[src/rtl/spi_transmit_con_2_if.sv]
// Source-side bus of the quad SPI pixel transmitter: byte handshake in,
// DCLK/CS/data/final lines out toward the peer board.
interface spi_transmit_con_2_if #(
    parameter int DATA_WIDTH = 8,
    parameter int LINES      = 4
);
    logic [DATA_WIDTH-1:0] data_in;
    logic                  final_pixel_in;
    logic                  data_valid_in;
    logic                  data_ready_out;
    logic                  busy_out;
    logic [LINES-1:0]      chip_data_out;
    logic                  chip_clk_out;
    logic                  chip_sel_out;
    logic                  final_pixel_out;

    modport master (
        output data_in, final_pixel_in, data_valid_in,
        input  data_ready_out, busy_out, chip_data_out, chip_clk_out,
               chip_sel_out, final_pixel_out
    );

    modport slave (
        input  data_in, final_pixel_in, data_valid_in,
        output data_ready_out, busy_out, chip_data_out, chip_clk_out,
               chip_sel_out, final_pixel_out
    );
endinterface

[src/rtl/spi_transmit_con_2.sv]
// Quad-line SPI-style pixel transmitter. Each byte goes out as two nibbles,
// high nibble first; the peer samples data/final on rising DCLK.
// DATA_WIDTH must equal 2*LINES; CLK_DIV >= 2 so the receiver can edge-detect.
module spi_transmit_con_2 #(
    parameter int DATA_WIDTH = 8,
    parameter int LINES      = 4,
    parameter int CLK_DIV    = 4,
    parameter int CS_SETUP   = 2,
    parameter int CS_GAP     = 4
) (
    input logic               clk_in,
    input logic               rst_in,
    spi_transmit_con_2_if.slave bus
);
    localparam int M1      = (CLK_DIV > CS_GAP) ? CLK_DIV : CS_GAP;
    localparam int CNT_MAX = (M1 > CS_SETUP) ? M1 : CS_SETUP;
    localparam int CW      = $clog2(CNT_MAX + 1);
    // The first DCLK low phase of a frame already covers CLK_DIV cycles of
    // CS setup, so SETUP only adds whatever CS_SETUP needs beyond that.
    localparam int SETUP_X = (CS_SETUP > CLK_DIV) ? CS_SETUP - CLK_DIV : 0;
    localparam logic [CW-1:0] DIV_LAST   = CW'(CLK_DIV - 1);
    localparam logic [CW-1:0] GAP_LAST   = CW'(CS_GAP - 1);
    localparam logic [CW-1:0] SETUP_LAST = CW'((SETUP_X > 0) ? SETUP_X - 1 : 0);

    typedef enum logic [2:0] {S_IDLE, S_SETUP, S_LOW, S_HIGH, S_WAIT, S_GAP} state_t;

    state_t                state_q, state_d;
    logic [CW-1:0]         cnt_q, cnt_d;
    logic                  nib_q, nib_d;
    logic                  cs_q, cs_d;
    logic                  dclk_q, dclk_d;
    logic [LINES-1:0]      data_q, data_d;
    logic                  fin_q, fin_d;
    logic [LINES-1:0]      lo_q, lo_d;
    logic                  cur_fin_q, cur_fin_d;
    logic                  take;

    logic                  full_q;
    logic [DATA_WIDTH-1:0] hold_data_q;
    logic                  hold_fin_q;
    logic                  load;

    assign bus.data_ready_out  = !full_q && !rst_in;
    assign load                = bus.data_valid_in && bus.data_ready_out;
    assign bus.busy_out        = !cs_q || full_q;
    assign bus.chip_data_out   = data_q;
    assign bus.chip_clk_out    = dclk_q;
    assign bus.chip_sel_out    = cs_q;
    assign bus.final_pixel_out = fin_q;

    // One-entry holding register between the handshake and the shifter.
    always_ff @(posedge clk_in) begin
        if (rst_in) begin
            full_q      <= 1'b0;
            hold_data_q <= '0;
            hold_fin_q  <= 1'b0;
        end else if (load) begin
            full_q      <= 1'b1;
            hold_data_q <= bus.data_in;
            hold_fin_q  <= bus.final_pixel_in;
        end else if (take) begin
            full_q      <= 1'b0;
        end
    end

    // Next-state and next-output logic; all chip lines are registered below.
    always_comb begin
        state_d   = state_q;
        cnt_d     = cnt_q + 1'b1;
        nib_d     = nib_q;
        cs_d      = cs_q;
        dclk_d    = dclk_q;
        data_d    = data_q;
        fin_d     = fin_q;
        lo_d      = lo_q;
        cur_fin_d = cur_fin_q;
        take      = 1'b0;
        case (state_q)
            S_IDLE: begin
                cnt_d = '0;
                if (full_q) begin
                    take    = 1'b1;
                    cs_d    = 1'b0;
                    state_d = (SETUP_X > 0) ? S_SETUP : S_LOW;
                end
            end
            S_SETUP: begin
                if (cnt_q == SETUP_LAST) begin
                    cnt_d   = '0;
                    state_d = S_LOW;
                end
            end
            S_LOW: begin
                if (cnt_q == DIV_LAST) begin
                    cnt_d   = '0;
                    dclk_d  = 1'b1;
                    state_d = S_HIGH;
                end
            end
            S_HIGH: begin
                if (cnt_q == DIV_LAST) begin
                    cnt_d  = '0;
                    dclk_d = 1'b0;
                    if (!nib_q) begin
                        data_d  = lo_q;
                        nib_d   = 1'b1;
                        state_d = S_LOW;
                    end else if (cur_fin_q) begin
                        cs_d    = 1'b1;
                        data_d  = '0;
                        fin_d   = 1'b0;
                        state_d = S_GAP;
                    end else if (full_q) begin
                        take    = 1'b1;
                        state_d = S_LOW;
                    end else begin
                        state_d = S_WAIT;
                    end
                end
            end
            S_WAIT: begin
                cnt_d = '0;
                if (full_q) begin
                    take    = 1'b1;
                    state_d = S_LOW;
                end
            end
            S_GAP: begin
                if (cnt_q == GAP_LAST) begin
                    cnt_d   = '0;
                    state_d = S_IDLE;
                end
            end
            default: begin
                cnt_d   = '0;
                state_d = S_IDLE;
            end
        endcase
        // Starting a byte: present its high nibble and final flag, keep the low nibble.
        if (take) begin
            data_d    = hold_data_q[DATA_WIDTH-1:LINES];
            lo_d      = hold_data_q[LINES-1:0];
            fin_d     = hold_fin_q;
            cur_fin_d = hold_fin_q;
            nib_d     = 1'b0;
        end
    end

    // State and registered chip outputs; reset aborts any frame at once.
    always_ff @(posedge clk_in) begin
        if (rst_in) begin
            state_q   <= S_IDLE;
            cnt_q     <= '0;
            nib_q     <= 1'b0;
            cs_q      <= 1'b1;
            dclk_q    <= 1'b0;
            data_q    <= '0;
            fin_q     <= 1'b0;
            lo_q      <= '0;
            cur_fin_q <= 1'b0;
        end else begin
            state_q   <= state_d;
            cnt_q     <= cnt_d;
            nib_q     <= nib_d;
            cs_q      <= cs_d;
            dclk_q    <= dclk_d;
            data_q    <= data_d;
            fin_q     <= fin_d;
            lo_q      <= lo_d;
            cur_fin_q <= cur_fin_d;
        end
    end
endmodule

[src/flat_wrapper.sv]
// flat-port wrapper written by rule: the top's interface ports become plain ports
module spi_transmit_con_2_flat 
#(
    parameter int DATA_WIDTH = 8,
    parameter int LINES      = 4,
    parameter int CLK_DIV    = 4,
    parameter int CS_SETUP   = 2,
    parameter int CS_GAP     = 4
)
  (clk_in, rst_in, bus_data_in, bus_final_pixel_in, bus_data_valid_in, bus_data_ready_out, bus_busy_out, bus_chip_data_out, bus_chip_clk_out, bus_chip_sel_out, bus_final_pixel_out);
  spi_transmit_con_2_if #(.DATA_WIDTH(DATA_WIDTH), .LINES(LINES)) bus_i ();
  input logic clk_in;
  input logic rst_in;
  input wire logic [$bits(bus_i.data_in)-1:0] bus_data_in;
  input wire logic [$bits(bus_i.final_pixel_in)-1:0] bus_final_pixel_in;
  input wire logic [$bits(bus_i.data_valid_in)-1:0] bus_data_valid_in;
  output wire logic [$bits(bus_i.data_ready_out)-1:0] bus_data_ready_out;
  output wire logic [$bits(bus_i.busy_out)-1:0] bus_busy_out;
  output wire logic [$bits(bus_i.chip_data_out)-1:0] bus_chip_data_out;
  output wire logic [$bits(bus_i.chip_clk_out)-1:0] bus_chip_clk_out;
  output wire logic [$bits(bus_i.chip_sel_out)-1:0] bus_chip_sel_out;
  output wire logic [$bits(bus_i.final_pixel_out)-1:0] bus_final_pixel_out;
  assign bus_i.data_in = bus_data_in;
  assign bus_i.final_pixel_in = bus_final_pixel_in;
  assign bus_i.data_valid_in = bus_data_valid_in;
  assign bus_data_ready_out = bus_i.data_ready_out;
  assign bus_busy_out = bus_i.busy_out;
  assign bus_chip_data_out = bus_i.chip_data_out;
  assign bus_chip_clk_out = bus_i.chip_clk_out;
  assign bus_chip_sel_out = bus_i.chip_sel_out;
  assign bus_final_pixel_out = bus_i.final_pixel_out;
  spi_transmit_con_2 #(.DATA_WIDTH(DATA_WIDTH), .LINES(LINES), .CLK_DIV(CLK_DIV), .CS_SETUP(CS_SETUP), .CS_GAP(CS_GAP)) u_core (.clk_in(clk_in), .rst_in(rst_in), .bus(bus_i));
endmodule
[config.mk]
export PLATFORM = sky130hd
export DESIGN_NAME = spi_transmit_con_2_flat
export DESIGN_NICKNAME = d
export VERILOG_FILES = /design/src/rtl/spi_transmit_con_2_if.sv /design/src/rtl/spi_transmit_con_2.sv /design/src/flat_wrapper.sv
export SDC_FILE = /design/constraint.sdc
export NUM_CORES = 1
export LEC_CHECK = 0
export CAP_MARGIN = 10
export CORE_ASPECT_RATIO = 0.5
export CORE_MARGIN = 2
export CORE_UTILIZATION = 30
export DETAILED_ROUTE_END_ITERATION = 10
export PLACE_DENSITY_LB_ADDON = 0.3
export SYNTH_ARGS = -nofsm -noshare
export SYNTH_HDL_FRONTEND = slang
export SYNTH_SLANG_ARGS = --single-unit
[constraint.sdc]
create_clock -name clk_in -period 2 [get_ports clk_in]
set_clock_uncertainty 0.1 [all_clocks]
set_input_delay 0.4 -clock clk_in [delete_from_list [all_inputs] [get_ports clk_in]]
set_output_delay 0.4 -clock clk_in [all_outputs]
set_load 0.01 [all_outputs]
; ---- Word level (Yosys, flattened, before mapping)
; Index checks and enable logic that the tools add are counted.
; W data, S select, Z words.
[totals]
reg_bits = 29
out_inout_bits = 9
inputBits = 12
word_cells = 89
[classes]
eq_ne = 15
n_reduce_logical = 24
n_mux = 37
n_addsub = 1
[ops]
columns = op, n
row1 = $mux W3, 10
row2 = $mux W4, 5
row3 = $mux W1, 17
row4 = $ne A2 B1 Y1 const B, 8
row5 = $pmux W3 S5, 1
row6 = $reduce_bool A2 Y1, 7
row7 = $reduce_and A5 Y1, 2
row8 = $eq A3 B2 Y1 const B, 3
row9 = $eq A3 B3 Y1 const B, 2
row10 = $logic_not A3 Y1, 2
row11 = $pmux W1 S2, 3
row12 = $pmux W3 S2, 1
row13 = $reduce_and A3 Y1, 2
row14 = $reduce_and A4 Y1, 1
row15 = $reduce_or A2 Y1, 2
row16 = $add A3 B1 Y3 const B, 1
row17 = $eq A3 B1 Y1 const B, 1
row18 = $logic_not A1 Y1, 3
row19 = $ne A3 B3 Y1 const B, 1
row20 = $reduce_or A3 Y1, 1
row21 = $logic_and A1 B1 Y1, 2
row22 = $reduce_and A2 Y1, 1
row23 = $logic_or A1 B1 Y1, 1

; ---- Longest topological paths before layout
[logic_depth]
depth_word = 7
mapped_depth = 7
depth_no_buf = 6

; ---- Worst setup path after synthesis
; Ideal clock, no wire load.
[synth_timing]
kind = reg-to-reg
from = register u_core.cnt_q[0]
to = register u_core.lo_q[0]
period_less_slack_ps = 1812
n_path_buf = 1
setup_time_ps = 128
path_stages_with_launch = 8
t_arrival_ps = 1584
slack_ps = 188
t_required_ps = 1772
cell_sequence = dfxtp_1 > ha_1 > ha_1 > nand4b_2 > o31ai_4 > buf_8 > mux2i_1 > nor2_1
[synth_via]
elab_chain_len = 3
[synth_lines]
columns = item, line_no
row1 = "start, declared", spi_transmit_con_2.sv:28  ; logic [CW-1:0] cnt_q, cnt_d;
row2 = "start signal, assigned", spi_transmit_con_2.sv:163  ; cnt_q <= cnt_d;
row3 = $eq A3 B2 Y1, spi_transmit_con_2.sv:101  ; if (cnt_q == DIV_LAST) begin
row4 = $mux W1, spi_transmit_con_2.sv:101
row5 = $pmux W1 S2, spi_transmit_con_2.sv:78  ; case (state_q)
row6 = "end signal, assigned", spi_transmit_con_2.sv:169  ; lo_q <= lo_d;
row7 = "end, declared", spi_transmit_con_2.sv:34  ; logic [LINES-1:0] lo_q, lo_d;
; Every way passes these cells.
; A chain may end at the register's enable or synchronous reset.

; ---- Worst setup path after layout
[layout_timing]
from = register u_core.full_q
to = output port bus_busy_out
[layout_via]
elab_chain_len = 1
[layout_lines]
columns = item, line_no
row1 = "start, declared", spi_transmit_con_2.sv:38  ; logic full_q;
row2 = "start signal, assigned", spi_transmit_con_2.sv:54  ; full_q <= 1'b0;
row3 = "start signal, assigned", spi_transmit_con_2.sv:58  ; full_q <= 1'b1;
row4 = "start signal, assigned", spi_transmit_con_2.sv:62  ; full_q <= 1'b0;
row5 = $logic_or A1 B1 Y1, spi_transmit_con_2.sv:45  ; assign bus.busy_out = !cs_q || full_q;
row6 = "end, declared", flat_wrapper.sv:18  ; output wire logic [$bits(bus_i.busy_out)-1:0] bus_busy_out;
; Every way passes these cells.

==> flow_summary.json <==
{
  "outcome": "finished clean",
  "clkLatencyLatePin_ns": 0.28,
  "pwr-share-clk_pct": 35.8,
  "rr_worst_depth": 7,
  "route.antenna.remaining_nets": 0,
  "power_switching_mw": 0.336,
  "vias": 1146,
  "cp-startpoint": "u_core.full_q",
  "first_iter_violations": 37,
  "multi_input_area_um2": 694,
  "ir_drop_mv": 0.252,
  "intPower_mw": 1.00,
  "ys_top_cells_by_area": "dfxtp_1 42%, nand2_1 5.2%, nor2_1 3.8%",
  "finalWirelength_um": 2750,
  "nFillCells": 470,
  "r2r-end": "u_core.lo_q[3]",
  "powerDensity_mw_per_mm2": 766,
  "synth_nets": 176,
  "cap_violations": 0,
  "final-seq-area_um2": 581,
  "slew_viol_final": 0,
  "antenna_found_initial": 0,
  "gp_congestion": 0.824,
  "worstPathArrival_ns": 1.37,
  "fp.dieW_um": 100,
  "wl_per_cell_um": 11.4,
  "dpl.hpwl_um": 2010,
  "synth_warnings": 0,
  "tightest_slew_ns": 0.530,
  "synth_area_mm2": 0.00138,
  "die_y_um": 52.0,
  "clockRootBuffer": "clkbuf_8",
  "synth_top_area_share_pct": 42.0,
  "grt_usage_pct": 11.8,
  "path_clk_slew_ns": 0.06,
  "synthCells": 160,
  "htreeDepth": 2,
  "boundaryPins": 21,
  "rsz0062_at_grt": "no",
  "hold_path_class": "reg2reg",
  "synthArstFlopShare_pct": 0,
  "min-delay-start": "u_core.bus.chip_clk_out",
  "clock_sinks": 29,
  "fmax_mhz": 534,
  "rr_startpoint": "u_core.cnt_q[0]",
  "via_per_inst": 4.74,
  "drc": 0,
  "synth-xor-area-share_pct": 0,
  "core_region_area_mm2": 0.00442,
  "synth_top_family_by_area": "simple AND/OR/NAND/NOR gates",
  "synth_ff_type": "dfxtp_1",
  "period_needed_ns": 1.87,
  "min_period_over_period_pct": 93.7,
  "p_leak_nw": 0.666,
  "grt_pass1_wl_um": 4720,
  "end_kind": "output port",
  "endpoint": "bus_busy_out",
  "synth-seq-cells": 29,
  "drtPass1Iterations": 6,
  "hold_buffers": 0,
  "muxShareOfSynthArea_pct": 3.62,
  "seq_power_share_pct": 48.1,
  "grt_start_max_net_pins": 25,
  "ys_seq_area_share_pct": 42.0,
  "ff2ff_setup_slack_ns": 0.13,
  "synth_adder_area_share_pct": 3.62,
  "setup_viol": 0,
  "combPwrFrac_pct": 16.1,
  "initial_core_util_pct": 31.3,
  "rows": 17,
  "synth_edf_count": 0,
  "worstPathRequired_ns": 1.50,
  "hold_ws_ns": 0.356,
  "ys_top_cells_by_count": "29 x dfxtp_1, 19 x nand2_1, 14 x nor2_1",
  "relSlewSlack_pct": 64.7,
  "synth_compound_area_share_pct": 20.5,
  "clockBufferDepth": 2,
  "final_nets": 201,
  "synthDistinctLibCells": 39,
  "areaGrowthSynthToFinish_pct": 26.5,
  "grt_overflow": 0,
  "cts-buffers-inserted": 5,
  "p_total_mw": 1.34,
  "hold_viol_final": 0,
  "diodes": 0,
  "drive_gt1_share_pct": 11.9,
  "dieArea_mm2": 0.00520,
  "syn_area_per_cell_um2": 8.64,
  "yosysMostFrequentCell": "dfxtp_1",
  "synthSimpleGateAreaFrac_pct": 22.5,
  "sw_frac_of_total_pct": 25.1,
  "cts_tree": "yes",
  "start_kind": "register",
  "grt_pass1_vias": 1114,
  "crit_type": "reg2out",
  "yosys.area.top_type": "dfxtp_1",
  "portBuffers": 20,
  "crit_fanout": 7
}
-- power by group through the flow --
stage	logic [mW]	clock network (mW)	registers [mW]
finish	0.216	0.480	0.644
global route	0.239	0.526	0.649
floorplan	0.135	0	0.652
global placement	0.216	0	0.657
CTS	0.219	0.496	0.645
detailed placement	0.219	0	0.658
-- state kept, by name, summed over array words and instances, names as in the netlist --
signal	cells
u_core.bus.chip_sel_out	1
u_core.state_q	3
u_core.bus.chip_clk_out	1
u_core.lo_q	4
u_core.nib_q	1
u_core.bus.final_pixel_out	1
u_core.cur_fin_q	1
u_core.cnt_q	3
u_core.bus.chip_data_out	4
u_core.hold_fin_q	1
u_core.hold_data_q	8
u_core.full_q	1
-- worst min path at each step --
stage	end	slack, ns	depth (start not counted)
after global placement	u_core.bus.chip_clk_out	0.35	2
after detailed placement	u_core.bus.chip_clk_out	0.35	2
after global routing	u_core.bus.chip_data_out[1]	0.38	2
after floorplan	u_core.hold_data_q[0]	0.34	2
after CTS	u_core.bus.chip_clk_out	0.36	2
final	u_core.bus.chip_clk_out	0.36	2
-- cell type report --
class / instances / area share, %
Sequential cell: 29 / 33.2
Timing Repair Buffer: 27 / 15.1
Multi-Input combinational cell: 108 / 39.7
Inverter: 14 / 3.00
Clock buffer: 7 / 4.94
Tap cell: 57 / 4.08
-- logic make-up after synthesis --
family                   Yosys count
multiplexers                       5
flip-flops                        29
adder cells (fa/ha/maj)            4
buffers and inverters             23
AND/OR/NAND/NOR                   61
AO/OA/AOI/OAI                     38
-- routing by layer --
metal | GRT usage [%] | wire length [µm] | vias to the layer above
met4 | 4.79 | 33 | 0
li1 | - | - | 586
met3 | 3.36 | 74 | 5
met1 | 13.1 | 1340 | 544
met2 | 21.6 | 1300 | 11
met5 | 0 | 0 | -
-- worst max-delay path, stage by stage, from the launching register on --
cell and delay (ns):
dfxtp_1 0.43, nand2b_1 0.14, clkdlybuf4s50_1 0.53
-- repair_timing --
item | CTS | global route
resized for setup | 1 | 0
setup endpoints to repair | 1 | 0
buffers inserted | 0 | 0
-- placed cells by master (no fill, tap or decap), drive strengths merged, types with 2 or more instances in the layout --
| cell type | count |
|---|---|
| inv | 13 |
| nor2b | 6 |
| a221oi | 4 |
| buf | 7 |
| nor2 | 14 |
| a211oi | 2 |
| dfxtp | 29 |
| nand3b | 2 |
| a21oi | 4 |
| a31oi | 2 |
| a32oi | 2 |
| mux2i | 5 |
| clkdlybuf4s50 | 19 |
| nand2 | 22 |
| o21ai | 15 |
| nand3 | 2 |
| nand2b | 8 |
| and2 | 3 |
| a21o | 2 |
| ha | 4 |
| clkbuf | 7 |
-- stage by stage --
step	setup TNS [ns]	std cells	setup WS, ns	area (µm²)	utilization [%]
detailed placement	-0.000960	235	-0.000960	1660	37.6
floorplan	0	160	0.188	1380	-
finish	0	242	0.126	1750	39.5
CTS	0	242	0.107	1750	39.5
global route	0	242	0.00658	1750	39.5
global placement	0	235	0.0285	1660	37.6
Note: power is estimated with default switching activity, not from simulation.
